$ cat config.mk
export PLATFORM = sky130hd
export DESIGN_NAME = ks_pluck_sequencer
export DESIGN_NICKNAME = d
export VERILOG_FILES = /design/src/rtl/ks_pkg.sv /design/src/rtl/ks_pattern_ram.sv /design/src/rtl/ks_pluck_sequencer.sv
export SDC_FILE = /design/constraint.sdc
export NUM_CORES = 1
export LEC_CHECK = 0
export ABC_CLOCK_PERIOD_IN_PS = 5400
export CAP_MARGIN = 40
export CORE_UTILIZATION = 63
export CTS_BUF_LIST = sky130_fd_sc_hd__clkbuf_2 sky130_fd_sc_hd__clkbuf_4 sky130_fd_sc_hd__clkbuf_8
export CTS_CLUSTER_DIAMETER = 150
export DETAILED_ROUTE_END_ITERATION = 16
export PLACE_DENSITY = 0.93
export SYNTH_ARGS = -nofsm -noshare
export SYNTH_HDL_FRONTEND = slang
export SYNTH_SLANG_ARGS = --single-unit
$ cat constraint.sdc
create_clock -name clk_i -period 5.4 [get_ports clk_i]
set_input_delay 1.62 -clock clk_i [delete_from_list [all_inputs] [get_ports clk_i]]
set_output_delay 1.62 -clock clk_i [all_outputs]
set_load 0.02 [all_outputs]
$ cat src/rtl/ks_pkg.sv
`default_nettype none
// ============================================================================
//  Module      : ks_pkg
//  Description : Shared FSM state type and pluck timing limits for the
//                Karplus-Strong pluck sequencer.
//  Revision    : 1.0 - initial release
// ============================================================================
package ks_pkg;

    typedef enum logic [1:0] {
        ST_IDLE = 2'd0,
        ST_GATE = 2'd1,
        ST_REST = 2'd2
    } state_t;

    localparam int unsigned PLUCK_MIN_HIGH = 2;
    localparam int unsigned PLUCK_MIN_LOW  = 2;
    localparam int unsigned TEMPO_MIN      = 7;

endpackage
`default_nettype wire

$ cat src/rtl/ks_pattern_ram.sv
`default_nettype none
// ============================================================================
//  Module      : ks_pattern_ram
//  Description : STEPS x DATA_WIDTH flop array, synchronous write,
//                combinational read, asynchronous clear.
//  Revision    : 1.0 - initial release
// ============================================================================
module ks_pattern_ram #(
    parameter int unsigned DATA_WIDTH = 8,
    parameter int unsigned STEPS      = 16,
    parameter int unsigned ADDR_WIDTH = 4
) (
    input  logic                  clk_i,
    input  logic                  rst_ni,
    input  logic                  wr_en_i,
    input  logic [ADDR_WIDTH-1:0] wr_addr_i,
    input  logic [DATA_WIDTH-1:0] wr_data_i,
    input  logic [ADDR_WIDTH-1:0] rd_addr_i,
    output logic [DATA_WIDTH-1:0] rd_data_o
);

    logic [DATA_WIDTH-1:0] mem_q [STEPS];
    logic [DATA_WIDTH-1:0] mem_d [STEPS];

    always_comb begin
        mem_d = mem_q;
        if (wr_en_i) begin
            mem_d[wr_addr_i] = wr_data_i;
        end
    end

    always_ff @(posedge clk_i or negedge rst_ni) begin
        if (!rst_ni) begin
            for (int i = 0; i < int'(STEPS); i++) begin
                mem_q[i] <= '0;
            end
        end else begin
            for (int i = 0; i < int'(STEPS); i++) begin
                mem_q[i] <= mem_d[i];
            end
        end
    end

    // Read sees the pre-write contents when a write targets the same address.
    assign rd_data_o = mem_q[rd_addr_i];

endmodule
`default_nettype wire

$ cat src/rtl/ks_pluck_sequencer.sv
`default_nettype none
// ============================================================================
//  Module      : ks_pluck_sequencer
//  Description : Step sequencer issuing period values and pluck gates to the
//                Karplus-Strong string voice at a programmable tempo.
//  Revision    : 1.0 - initial release
// ============================================================================
module ks_pluck_sequencer #(
    parameter int unsigned DATA_WIDTH  = 8,
    parameter int unsigned STEPS       = 16,
    parameter int unsigned TEMPO_WIDTH = 16,
    parameter int unsigned GATE_WIDTH  = 8
) (
    input  logic                       clk_i,
    input  logic                       rst_ni,
    input  logic                       run_i,
    input  logic                       step_i,
    input  logic [TEMPO_WIDTH-1:0]     tempo_i,
    input  logic [GATE_WIDTH-1:0]      gate_len_i,
    input  logic [$clog2(STEPS)-1:0]   loop_len_i,
    input  logic                       wr_en_i,
    input  logic [$clog2(STEPS)-1:0]   wr_addr_i,
    input  logic [DATA_WIDTH-1:0]      wr_data_i,
    output logic [DATA_WIDTH-1:0]      period_o,
    output logic                       pluck_o,
    output logic [$clog2(STEPS)-1:0]   step_idx_o,
    output logic                       busy_o
);

    import ks_pkg::*;

    localparam int unsigned IW = $clog2(STEPS);
    localparam int unsigned CW = (TEMPO_WIDTH > GATE_WIDTH) ? TEMPO_WIDTH : GATE_WIDTH;

    state_t                state_q,  state_d;
    logic [CW-1:0]         cnt_q,    cnt_d;
    logic [CW-1:0]         step_m1_q, step_m1_d;
    logic [CW-1:0]         gate_m1_q, gate_m1_d;
    logic [IW-1:0]         idx_q,    idx_d;
    logic [DATA_WIDTH-1:0] period_q, period_d;
    logic                  pluck_q,  pluck_d;

    logic [CW-1:0]         tempo_ext;
    logic [CW-1:0]         tempo_eff;
    logic [CW-1:0]         gate_ext;
    logic [CW-1:0]         gate_lo;
    logic [CW-1:0]         gate_lim;
    logic [CW-1:0]         gate_eff;
    logic                  step_end;
    logic [IW-1:0]         next_idx;
    logic [IW-1:0]         rd_addr;
    logic [DATA_WIDTH-1:0] rd_data;
    logic                  start_step;

    // Clamps guarantee >= PLUCK_MIN_HIGH high and >= PLUCK_MIN_LOW low cycles per step.
    assign tempo_ext = CW'(tempo_i);
    assign tempo_eff = (tempo_ext < CW'(TEMPO_MIN)) ? CW'(TEMPO_MIN) : tempo_ext;
    assign gate_ext  = CW'(gate_len_i);
    assign gate_lo   = (gate_ext < CW'(PLUCK_MIN_HIGH)) ? CW'(PLUCK_MIN_HIGH) : gate_ext;
    assign gate_lim  = tempo_eff - CW'(PLUCK_MIN_LOW - 1);
    assign gate_eff  = (gate_lo < gate_lim) ? gate_lo : gate_lim;

    assign step_end  = (cnt_q == step_m1_q);
    assign next_idx  = (idx_q >= loop_len_i) ? '0 : idx_q + IW'(1);
    assign rd_addr   = (state_q == ST_REST && step_end) ? next_idx : idx_q;

    ks_pattern_ram #(
        .DATA_WIDTH (DATA_WIDTH),
        .STEPS      (STEPS),
        .ADDR_WIDTH (IW)
    ) u_pattern_ram (
        .clk_i     (clk_i),
        .rst_ni    (rst_ni),
        .wr_en_i   (wr_en_i),
        .wr_addr_i (wr_addr_i),
        .wr_data_i (wr_data_i),
        .rd_addr_i (rd_addr),
        .rd_data_o (rd_data)
    );

    always_comb begin
        state_d    = state_q;
        cnt_d      = cnt_q;
        step_m1_d  = step_m1_q;
        gate_m1_d  = gate_m1_q;
        idx_d      = idx_q;
        period_d   = period_q;
        pluck_d    = pluck_q;
        start_step = 1'b0;

        case (state_q)
            ST_IDLE: begin
                if (run_i || step_i) begin
                    start_step = 1'b1;
                end
            end
            ST_GATE: begin
                cnt_d = cnt_q + CW'(1);
                if (cnt_q == gate_m1_q) begin
                    pluck_d = 1'b0;
                    state_d = ST_REST;
                end
            end
            ST_REST: begin
                cnt_d = cnt_q + CW'(1);
                if (step_end) begin
                    idx_d = next_idx;
                    if (run_i) begin
                        start_step = 1'b1;
                    end else begin
                        state_d = ST_IDLE;
                        cnt_d   = '0;
                    end
                end
            end
            default: begin
                state_d = ST_IDLE;
                pluck_d = 1'b0;
                cnt_d   = '0;
            end
        endcase

        // Timing is latched here so mid-step tempo/gate changes apply to the next step.
        if (start_step) begin
            cnt_d     = '0;
            step_m1_d = tempo_eff;
            gate_m1_d = gate_eff - CW'(1);
            if (rd_data != '0) begin
                period_d = rd_data;
                pluck_d  = 1'b1;
                state_d  = ST_GATE;
            end else begin
                pluck_d  = 1'b0;
                state_d  = ST_REST;
            end
        end
    end

    always_ff @(posedge clk_i or negedge rst_ni) begin
        if (!rst_ni) begin
            state_q   <= ST_IDLE;
            cnt_q     <= '0;
            step_m1_q <= '0;
            gate_m1_q <= '0;
            idx_q     <= '0;
            period_q  <= '0;
            pluck_q   <= 1'b0;
        end else begin
            state_q   <= state_d;
            cnt_q     <= cnt_d;
            step_m1_q <= step_m1_d;
            gate_m1_q <= gate_m1_d;
            idx_q     <= idx_d;
            period_q  <= period_d;
            pluck_q   <= pluck_d;
        end
    end

    assign period_o   = period_q;
    assign pluck_o    = pluck_q;
    assign step_idx_o = idx_q;
    assign busy_o     = (state_q != ST_IDLE);

endmodule
`default_nettype wire

==> results.yml, run 1 <==
run_status:
  status: "completed"
pwr:
  seq_power_share_pct: 44.9
  power.density_nw_per_um2: 363
  sw_frac_of_total_pct: 35.5
  power_leakage_nw: 5.72
  internal_power_mw: 3.01
  combPwrFrac_pct: 34.0
  irDropWorstVdd_uv: 273
  p_sw_mw: 1.66
  pwr-share-clk_pct: 21.2
routing:
  firstDrtPassIters: 6
  drtIter0Drc: 1316
  wire_per_inst_um: 22.4
  ant_nets: 0
  drc_errors: 0
  wl_um: 30800
  vias_per_cell: 6.77
  vias: 9300
setup_path:
  worstPathMaxFanout: 3
  r2r_slack_ps: 1180
  worstPathRequired_ps: 5750
  reg2reg_from: "cnt_q[5]$_DFFE_PN0P_"
  start_kind: "input pin"
  r2r_cells: 14
  r2r_end: "period_o[2]$_DFFE_PN0P_"
  crit_type: "input pin to flip-flop"
  critical_path_arrival_ps: 5660
  cp-end-kind: "flip-flop"
synth:
  syn_area_um2: 11100
  netlist_top_cells_count: "dfrtp_1, mux2_2, nand2_1, mux2i_1, nor2_1"
  synth_cells: 1051
  async_reset_ff_share_pct: 100
  synth-edff-count: 0
  ys_warn_count: 0
  synth_top_area_share_pct: 42.9
  syn_area_per_cell_um2: 10.6
  synthesis.nets: 1114
  ys_top_cells_by_area: "dfrtp_1, mux2_2, mux2i_1"
  synth.most_common_cell: "dfrtp_1"
  synth_top_flop_cell: "dfrtp_1"
  synth_cell_types: 82
  ys_seq_elements: 191
  yosysTopAreaCell: "dfrtp_1"
  ys_seq_area_share_pct: 42.9
floorplanning:
  core_um2: 17300
  start_util_pct: 64.5
  ios: 59
  die_h_um: 135
  dieArea_um2: 18200
  rows: 48
  die_w_um: 135
clock_tree:
  clock_path_buffers: 2
  cts_root_buf: "clkbuf_8"
  cts_sinks: 191
  path_clk_slew_ps: 100
  cts_made_buffers: 17
  clkLatencyLatePin_ps: 490
  cts_tree: "built"
  holdBufCountCts: 0
  htree_levels: 4
min_path:
  min-delay-start: "step_m1_q[11]$_DFFE_PN0P_"
  hold_path.class: "flip-flop to flip-flop"
  whs_path_depth: 2
  hold-path-endpoint: "step_m1_q[11]$_DFFE_PN0P_"
placed_design:
  dp_hpwl_um: 20600
  io_buffer_count: 58
  gp_congestion: 0.900
  dp_slack_ps: -818
global_routing:
  grt_pass1_vias: 9371
  grt_pass1_wl_um: 49000
  grt_max_degree: 113
  antenna_found_initial: 0
  grt_remaining_overflow: 0
  grt_use_total_pct: 35.4
layout:
  multi_input_area_um2: 6060
  nNetsFinal: 1200
  layout-drive-gt1-share_pct: 27.6
  area_delta_synth_final_pct: 15.6
  fillers: 982
  diodes: 0
  seq_area_um2: 4780
sta:
  fin_setup_tns_ps: 0
  finalCritPeriodShare_pct: 98.2
  slew_viol_final: 0
  layout_min_cycle_time_ps: 5300
  hold_violations: 0
  worst_slack_ps: 99.6
  fin_skew_ps: 17.5
  rsz0062_at_grt: "true"
  worst_pin_slew_ps: 895
  relSlewSlack_pct: 40.2
  max_freq_ghz: 0.189
  final-setup-viol-count: 0
job:
  maxCapViolCount: 0
==> power groups by stage <==
stage	combinational, mW	clock, mW	sequential (mW)
after floorplan	1.06	0	2.05
after global placement	1.44	0	2.07
after detailed placement	1.54	0	2.10
after CTS	1.57	0.984	2.08
after global routing	1.73	1.05	2.13
final	1.59	0.989	2.10
==> how the worst max path moves through the flow <==
| stage | slack [ps] | to | depth (start not counted) | startpoint |
|---|---|---|---|---|
| detailed placement | -820 | gate_m1_q[4]$_DFFE_PN0P_ | 24 | tempo_i[6] |
| floorplan | -400 | gate_m1_q[4]$_DFFE_PN0P_ | 26 | tempo_i[5] |
| global placement | -610 | gate_m1_q[4]$_DFFE_PN0P_ | 24 | tempo_i[6] |
| CTS | 10 | gate_m1_q[4]$_DFFE_PN0P_ | 25 | tempo_i[15] |
| global route | -70 | gate_m1_q[4]$_DFFE_PN0P_ | 25 | tempo_i[10] |
| finish | 100 | gate_m1_q[6]$_DFFE_PN0P_ | 25 | tempo_i[10] |
==> layout by cell type (no fill, tap or decap), types with 11 or more instances in the layout <==
| cell | instances |
|---|---|
| a211oi_1 | 26 |
| a21oi_1 | 24 |
| buf_4 | 72 |
| clkbuf_8 | 23 |
| clkdlybuf4s50_1 | 45 |
| dfrtp_1 | 190 |
| ha_1 | 15 |
| inv_1 | 19 |
| mux2_2 | 136 |
| mux2i_1 | 63 |
| mux4_2 | 11 |
| nand2_1 | 117 |
| nand3_1 | 32 |
| nor2_1 | 63 |
| o211ai_1 | 13 |
| o21ai_0 | 21 |
| o21ai_1 | 13 |
| xnor2_1 | 12 |
| xor2_1 | 47 |
==> repair_timing <==
item                                    CTS  global route
pin swaps                                12            14
endpoints found under the setup margin    7             7
gates resized for setup                  17            20
buffers inserted                          2             0
==> metal layers <==
layer | track usage, % | routed length [um] | share of wire (%)
met5 | 0 | 0 | 0
met4 | 19.9 | 1420 | 4.6
met3 | 7.70 | 2950 | 9.6
met2 | 56.5 | 14600 | 48
met1 | 45.0 | 11800 | 38
==> registers in the layout, indices dropped and copies added, names as in the netlist <==
register / flops
cnt_q: 16
gate_m1_q: 16
period_o: 8
pluck_o: 1
state_q: 2
step_idx_o: 4
step_m1_q: 16
u_pattern_ram.mem_q: 128
==> per-stage QoR <==
step,cells,power [mW],cell area [um^2],hold WS (ps),util (%)
CTS,1373,4.63,12900,510,74.4
detailed placement,1341,3.65,12400,488,71.8
finish,1373,4.67,12900,509,74.5
global placement,1333,3.51,12300,479,71.2
global route,1373,4.90,12900,529,74.5
floorplan,1051,3.11,11200,465,-
==> final cells by class <==
class	count	share of cell area [%]
Timing Repair Buffer	138	9.65
Inverter	24	0.796
Clock inverter	7	0.796
Sequential cell	191	37.1
Clock buffer	23	2.41
Tap cell	225	2.19
Multi-Input combinational cell	765	47.1
==> critical path, cell delays in order <==
cell and delay (ps):
buf_6 90, or4_4 550, nor4_4 350, or2_4 190, inv_4 40, ha_4 160
nand2_4 50, or2_4 110, xor2_2 150, ha_2 180, a21o_1 110, a21o_1 120
a21oi_2 70, a221oi_2 300, nand3_2 140, a31oi_4 230, mux2_4 350, ha_4 180
inv_2 60, buf_4 110, nor2_1 60, xnor2_1 160, nor2_1 70, a21oi_2 120
o21ai_1 70
==> logic make-up after synthesis <==
logic type	after synthesis	synth area share (%)
XOR/XNOR	60	4.71
AND/OR/NAND/NOR	305	13.5
AO/OA/AOI/OAI	170	11.1
buffers and inverters	95	3.94
flip-flops	191	42.9
adder cells (fa/ha/maj)	18	2.02
multiplexers	212	21.8
Note: power is estimated with default switching activity, not from simulation.
==> inputs of run 2 (changes only) <==
Settings changed: CORE_UTILIZATION 63 to 25, PLACE_DENSITY 0.93 to 0.5.
==> run 2 against run 1 <==
Compared with the run above:
- register-to-register slack improved by 70 ps
- critical endpoint is now gate_m1_q[4]$_DFFE_PN0P_
- flip-flop and latch count stayed put
- highest routed layer unchanged
- first-iteration DRC count shrank 61%
- fmax up 1.5%
==> results.yml, run 2 (synthesis results as in run 1) <==
run_status:
  status: "completed"
global_routing:
  grt_max_degree: 101
  grt_use_total_pct: 14.9
  grt_pass1_wl_um: 51300
  antenna_found_initial: 0
  grt_remaining_overflow: 0
  grt_pass1_vias: 8755
pwr:
  power.density_nw_per_um2: 349
  power_leakage_nw: 5.83
  irDropWorstVdd_uv: 164
sta:
  finalCritPeriodShare_pct: 96.7
  fin_skew_ps: 15.7
  whs_ps: 511
  relSlewSlack_pct: 44.8
  layout_min_cycle_time_ps: 5220
  max_freq_ghz: 0.191
  worst_pin_slew_ps: 826
  hold_violations: 0
  final-setup-viol-count: 0
  slew_viol_final: 0
  rsz0062_at_grt: "true"
clock_tree:
  holdBufCountCts: 0
  clkLatencyLatePin_ps: 500
  cts_root_buf: "clkbuf_8"
  cts_tree: "built"
  htree_levels: 4
  path_clk_slew_ps: 100
  cts_made_buffers: 17
  clock_path_buffers: 2
  cts_sinks: 191
setup_path:
  worstPathRequired_ps: 5760
  cp-end-kind: "flip-flop"
  critical_path_arrival_ps: 5580
  crit_type: "input pin to flip-flop"
  start_kind: "input pin"
  worstPathMaxFanout: 3
  r2r_slack_ps: 1250
placed_design:
  io_buffer_count: 58
  dp_cells: 1723
  dp_hpwl_um: 22800
  gp_congestion: 0.851
job:
  maxCapViolCount: 0
layout:
  layout-drive-gt1-share_pct: 28.3
  nNetsFinal: 1217
  final_common_cell: "dfrtp_1"
  final_cells: 1759
  largest_register_ffs: 128
  largest_register: "u_pattern_ram.mem_q"
  area_delta_synth_final_pct: 21.0
  final_cell_mix: "dfrtp_1, mux2_2, nand2_1"
routing:
  vias_per_cell: 4.83
  wl_um: 32400
  wire_per_inst_um: 18.4
  ant_nets: 0
  drc_errors: 0
  drtIter0Drc: 509
  vias: 8493
  firstDrtPassIters: 5
floorplanning:
  die_h_um: 213
  core_um2: 44100
  start_util_pct: 25.3
  dieArea_um2: 45400
  rows: 77
  ios: 59
  die_w_um: 213
min_path:
  hold_path.class: "flip-flop to flip-flop"
-- run 2: cell types whose count changed in the layout (fill, tap and decap cells not counted), sizes merged --
cell           before  now
dlymetal6s2s        3    8
clkinvlp            1    2
diode               0    1
clkinv              3    2
dlygate4sd2         2    0
clkdlybuf4s15       2    1
inv                25   29
buf                81   98
bufinv              2    3
clkbuf             28   22
-- run 2: layout make-up --
cell class | count | area, um^2
tap | 592 | 741
multi-input combinational | 765 | 6050
timing repair buffer | 155 | 1390
fill | 4656 | 30600
antenna | 1 | 2.50
clock inverter | 12 | 176
sequential | 191 | 4780
inverter | 24 | 103
clock buffer | 19 | 255
-- run 2: stage by stage --
| stage | util (%) | setup WS (ps) | setup TNS [ps] | cell area (um^2) | power (mW) |
|---|---|---|---|---|---|
| finish | 30.6 | 176 | 0 | 13500 | 4.70 |
| CTS | 30.5 | 10.7 | 0 | 13400 | 4.76 |
| global route | 30.6 | -69.0 | -87.2 | 13500 | 5.02 |
| detailed placement | 29.4 | -717 | -5110 | 13000 | 3.69 |
| floorplan | - | -398 | -1410 | 11200 | 3.11 |
| global placement | 29.3 | -673 | -4350 | 12900 | 3.65 |
-- run 2: final timing paths --
path / start / end / depth (start not counted)
min in group asynchronous: rst_ni / period_o[0]$_DFFE_PN0P_ / 1
worst max-delay path: tempo_i[15] / gate_m1_q[4]$_DFFE_PN0P_ / 24
worst min-delay path: gate_m1_q[13]$_DFFE_PN0P_ / gate_m1_q[13]$_DFFE_PN0P_ / 2
worst min register to register: gate_m1_q[13]$_DFFE_PN0P_ / gate_m1_q[13]$_DFFE_PN0P_ / 2
max in group asynchronous: rst_ni / u_pattern_ram.mem_q[31]$_DFFE_PN0P_ / 2
worst max register to register: cnt_q[3]$_DFFE_PN0P_ / pluck_o$_DFFE_PN0P_ / 12
-- run 2: where the power goes --
group | switching (mW) | internal (mW)
Clock | 0.564 | 0.488
Sequential | 0.282 | 1.80
Combinational | 0.817 | 0.752
Total | 1.66 | 3.04
-- run 2: repair_timing --
action	CTS	global route
resized for setup	10	18
pin swaps	9	16
endpoints found under the hold margin	0	0
endpoints found under the setup margin	6	7
setup buffers	2	2
-- run 2: critical path, stage by stage --
cell,delay [ps]
buf_6,90
or4_4,550
nor4_4,330
or2_4,200
inv_4,40
ha_4,150
nand2_2,50
or2_4,120
xor2_2,150
ha_2,190
a21o_1,110
a21o_1,120
a21oi_2,70
a221oi_2,250
nand3_1,140
a31oi_4,230
mux2_4,220
ha_4,140
inv_2,40
or3_4,370
xor2_2,150
nor2_1,50
a21oi_1,120
o21ai_1,70
-- run 2: routing by layer --
layer | track usage, % | share of wire [%] | vias to the layer above
met5 | 0 | 0 | -
met4 | 3.94 | 1.5 | 0
met3 | 2.31 | 3.3 | 30
met2 | 24.6 | 47 | 160
met1 | 20.1 | 48 | 4311
li1 | - | - | 3992
==> inputs of run 3 (changes only) <==
Settings changed: SLEW_MARGIN set to 20.
==> run 3 against run 2 <==
Compared with the run above:
- global-route usage rose by 0.13 points
- largest power group unchanged
- combinational power barely moved
- flip-flop and latch count did not move
- sequential share of layout area fell by 0.056 points
- setup slack improved by 44 ps
- non-clock buffer count rose by 4
- power fell by 0.81%
- first-iteration DRC count rose by 6.5%
==> results.yml, run 3 (synthesis results as in run 1) <==
run_status:
  status: "completed"
routing:
  drtIter0Drc: 542
  wl_met1_um: 15400
  vias_per_cell: 4.85
  drc_errors: 0
  dr_wl_met2_um: 15500
  firstDrtPassIters: 4
  wl_met3_um: 1370
  highest_layer: "met4"
  wire_per_inst_um: 18.5
  ant_nets: 0
  wl_um: 32700
  vias: 8541
layout:
  final_cells: 1762
  largest_register: "u_pattern_ram.mem_q"
  final_common_cell: "dfrtp_1"
  area_delta_synth_final_pct: 21.2
  largest_register_ffs: 128
  diodes: 0
  layout-drive-gt1-share_pct: 28.9
  nNetsFinal: 1221
  fillers: 4646
  final_cell_mix: "dfrtp_1, mux2_2, nand2_1"
  multi_input_area_um2: 6070
  seq_area_um2: 4780
floorplanning:
  dieArea_um2: 45400
  rows: 77
  die_w_um: 213
  core_um2: 44100
  ios: 59
  die_h_um: 213
  start_util_pct: 25.3
clock_tree:
  cts_sinks: 191
  path_clk_slew_ps: 100
  clock_path_buffers: 2
  cts_tree: "built"
  cts_made_buffers: 17
  htree_levels: 4
  cts_root_buf: "clkbuf_8"
  clkLatencyLatePin_ps: 500
sta:
  relSlewSlack_pct: 45.7
  worst_pin_slew_ps: 815
  hold_violations: 0
  rsz0062_at_grt: "true"
  whs_ps: 506
  fin_setup_tns_ps: 0
  slew_viol_final: 0
  finalCritPeriodShare_pct: 95.9
  final-setup-viol-count: 0
  layout_min_cycle_time_ps: 5180
  max_freq_ghz: 0.193
  fin_skew_ps: 26.8
global_routing:
  grt_max_degree: 70
  grt_remaining_overflow: 0
  grt_pass1_vias: 8784
  grt_use_total_pct: 15.0
  antenna_found_initial: 0
  grt_pass1_wl_um: 51900
placed_design:
  gp_congestion: 0.851
  dp_cells: 1723
  io_buffer_count: 58
  dp_hpwl_um: 22800
setup_path:
  worstPathMaxFanout: 15
  cp-end-kind: "flip-flop"
  critical_path_arrival_ps: 5530
  r2r_cells: 12
  worstPathRequired_ps: 5750
  r2r_end: "pluck_o$_DFFE_PN0P_"
  start_kind: "input pin"
  r2r_slack_ps: 1290
  reg2reg_from: "cnt_q[7]$_DFFE_PN0P_"
  crit_type: "input pin to flip-flop"
pwr:
  irDropWorstVdd_uv: 183
  power_leakage_nw: 5.83
  power.density_nw_per_um2: 345
min_path:
  hold-path-endpoint: "gate_m1_q[13]$_DFFE_PN0P_"
  whs_path_depth: 2
  hold_path.class: "flip-flop to flip-flop"
  min-delay-start: "gate_m1_q[13]$_DFFE_PN0P_"
job:
  maxCapViolCount: 0
==> run 3: where the power goes <==
part / total (mW) / internal (mW) / leakage [nW] / switching (mW)
Combinational: 1.58 / 0.755 / 3.25 / 0.826
Clock: 1.00 / 0.439 / 0.199 / 0.563
Sequential: 2.08 / 1.80 / 2.38 / 0.280
==> run 3: per-stage QoR <==
stage,utilization [%],area (um^2),total power [mW],setup slack (ps)
3_5_place_dp,29.4,13000,3.69,-690
4_1_cts,30.5,13400,4.72,6.32
6_report,30.6,13500,4.66,220
2_1_floorplan,-,11200,3.11,-398
5_1_grt,30.6,13500,4.98,-54.8
3_3_place_gp,29.3,12900,3.65,-673
==> run 3: how the worst max path moves through the flow <==
stage                     slack, ps                  endpoint  depth (start not counted)        start
after floorplan                -400  gate_m1_q[4]$_DFFE_PN0P_                         26   tempo_i[5]
after global placement         -670  gate_m1_q[4]$_DFFE_PN0P_                         24   tempo_i[6]
after detailed placement       -690  gate_m1_q[4]$_DFFE_PN0P_                         24   tempo_i[6]
after CTS                         6  gate_m1_q[4]$_DFFE_PN0P_                         24  tempo_i[11]
after global routing            -50  gate_m1_q[4]$_DFFE_PN0P_                         24   tempo_i[4]
final                           220  gate_m1_q[4]$_DFFE_PN0P_                         24   tempo_i[7]
==> run 3: what timing repair did <==
item,in CTS,in global routing
buffers inserted,4,4
setup endpoints to repair,6,7
resized for setup,10,24
pin swaps,9,16
hold buffers,0,0
==> run 3: metal layers <==
metal  vias up  track usage [%]
met1      4347             20.6
met4         0             3.72
met3        24             2.46
li1       4006                -
met2       164             24.5
met5         -                0
==> run 3: worst max-delay path, stage by stage <==
cell	delay (ps)
dlymetal6s2s_1	140
or4_4	540
nor4_4	270
or2_4	190
inv_4	40
ha_4	150
buf_4	130
nand3_1	80
and2_4	160
ha_1	230
a21o_1	200
a21oi_2	180
buf_4	130
buf_4	100
a31oi_4	100
buf_6	170
o21ai_2	160
ha_4	160
inv_2	40
or3_4	330
xor2_2	160
nor2_1	50
a21oi_1	120
o21ai_1	70
==> run 3: area by class of cell <==
cell class | instances | share of cell area [%]
Sequential cell | 191 | 35.4
Clock inverter | 12 | 1.13
Clock buffer | 19 | 1.89
Inverter | 24 | 0.759
Tap cell | 592 | 5.48
Timing Repair Buffer | 159 | 10.4
Multi-Input combinational cell | 765 | 44.9
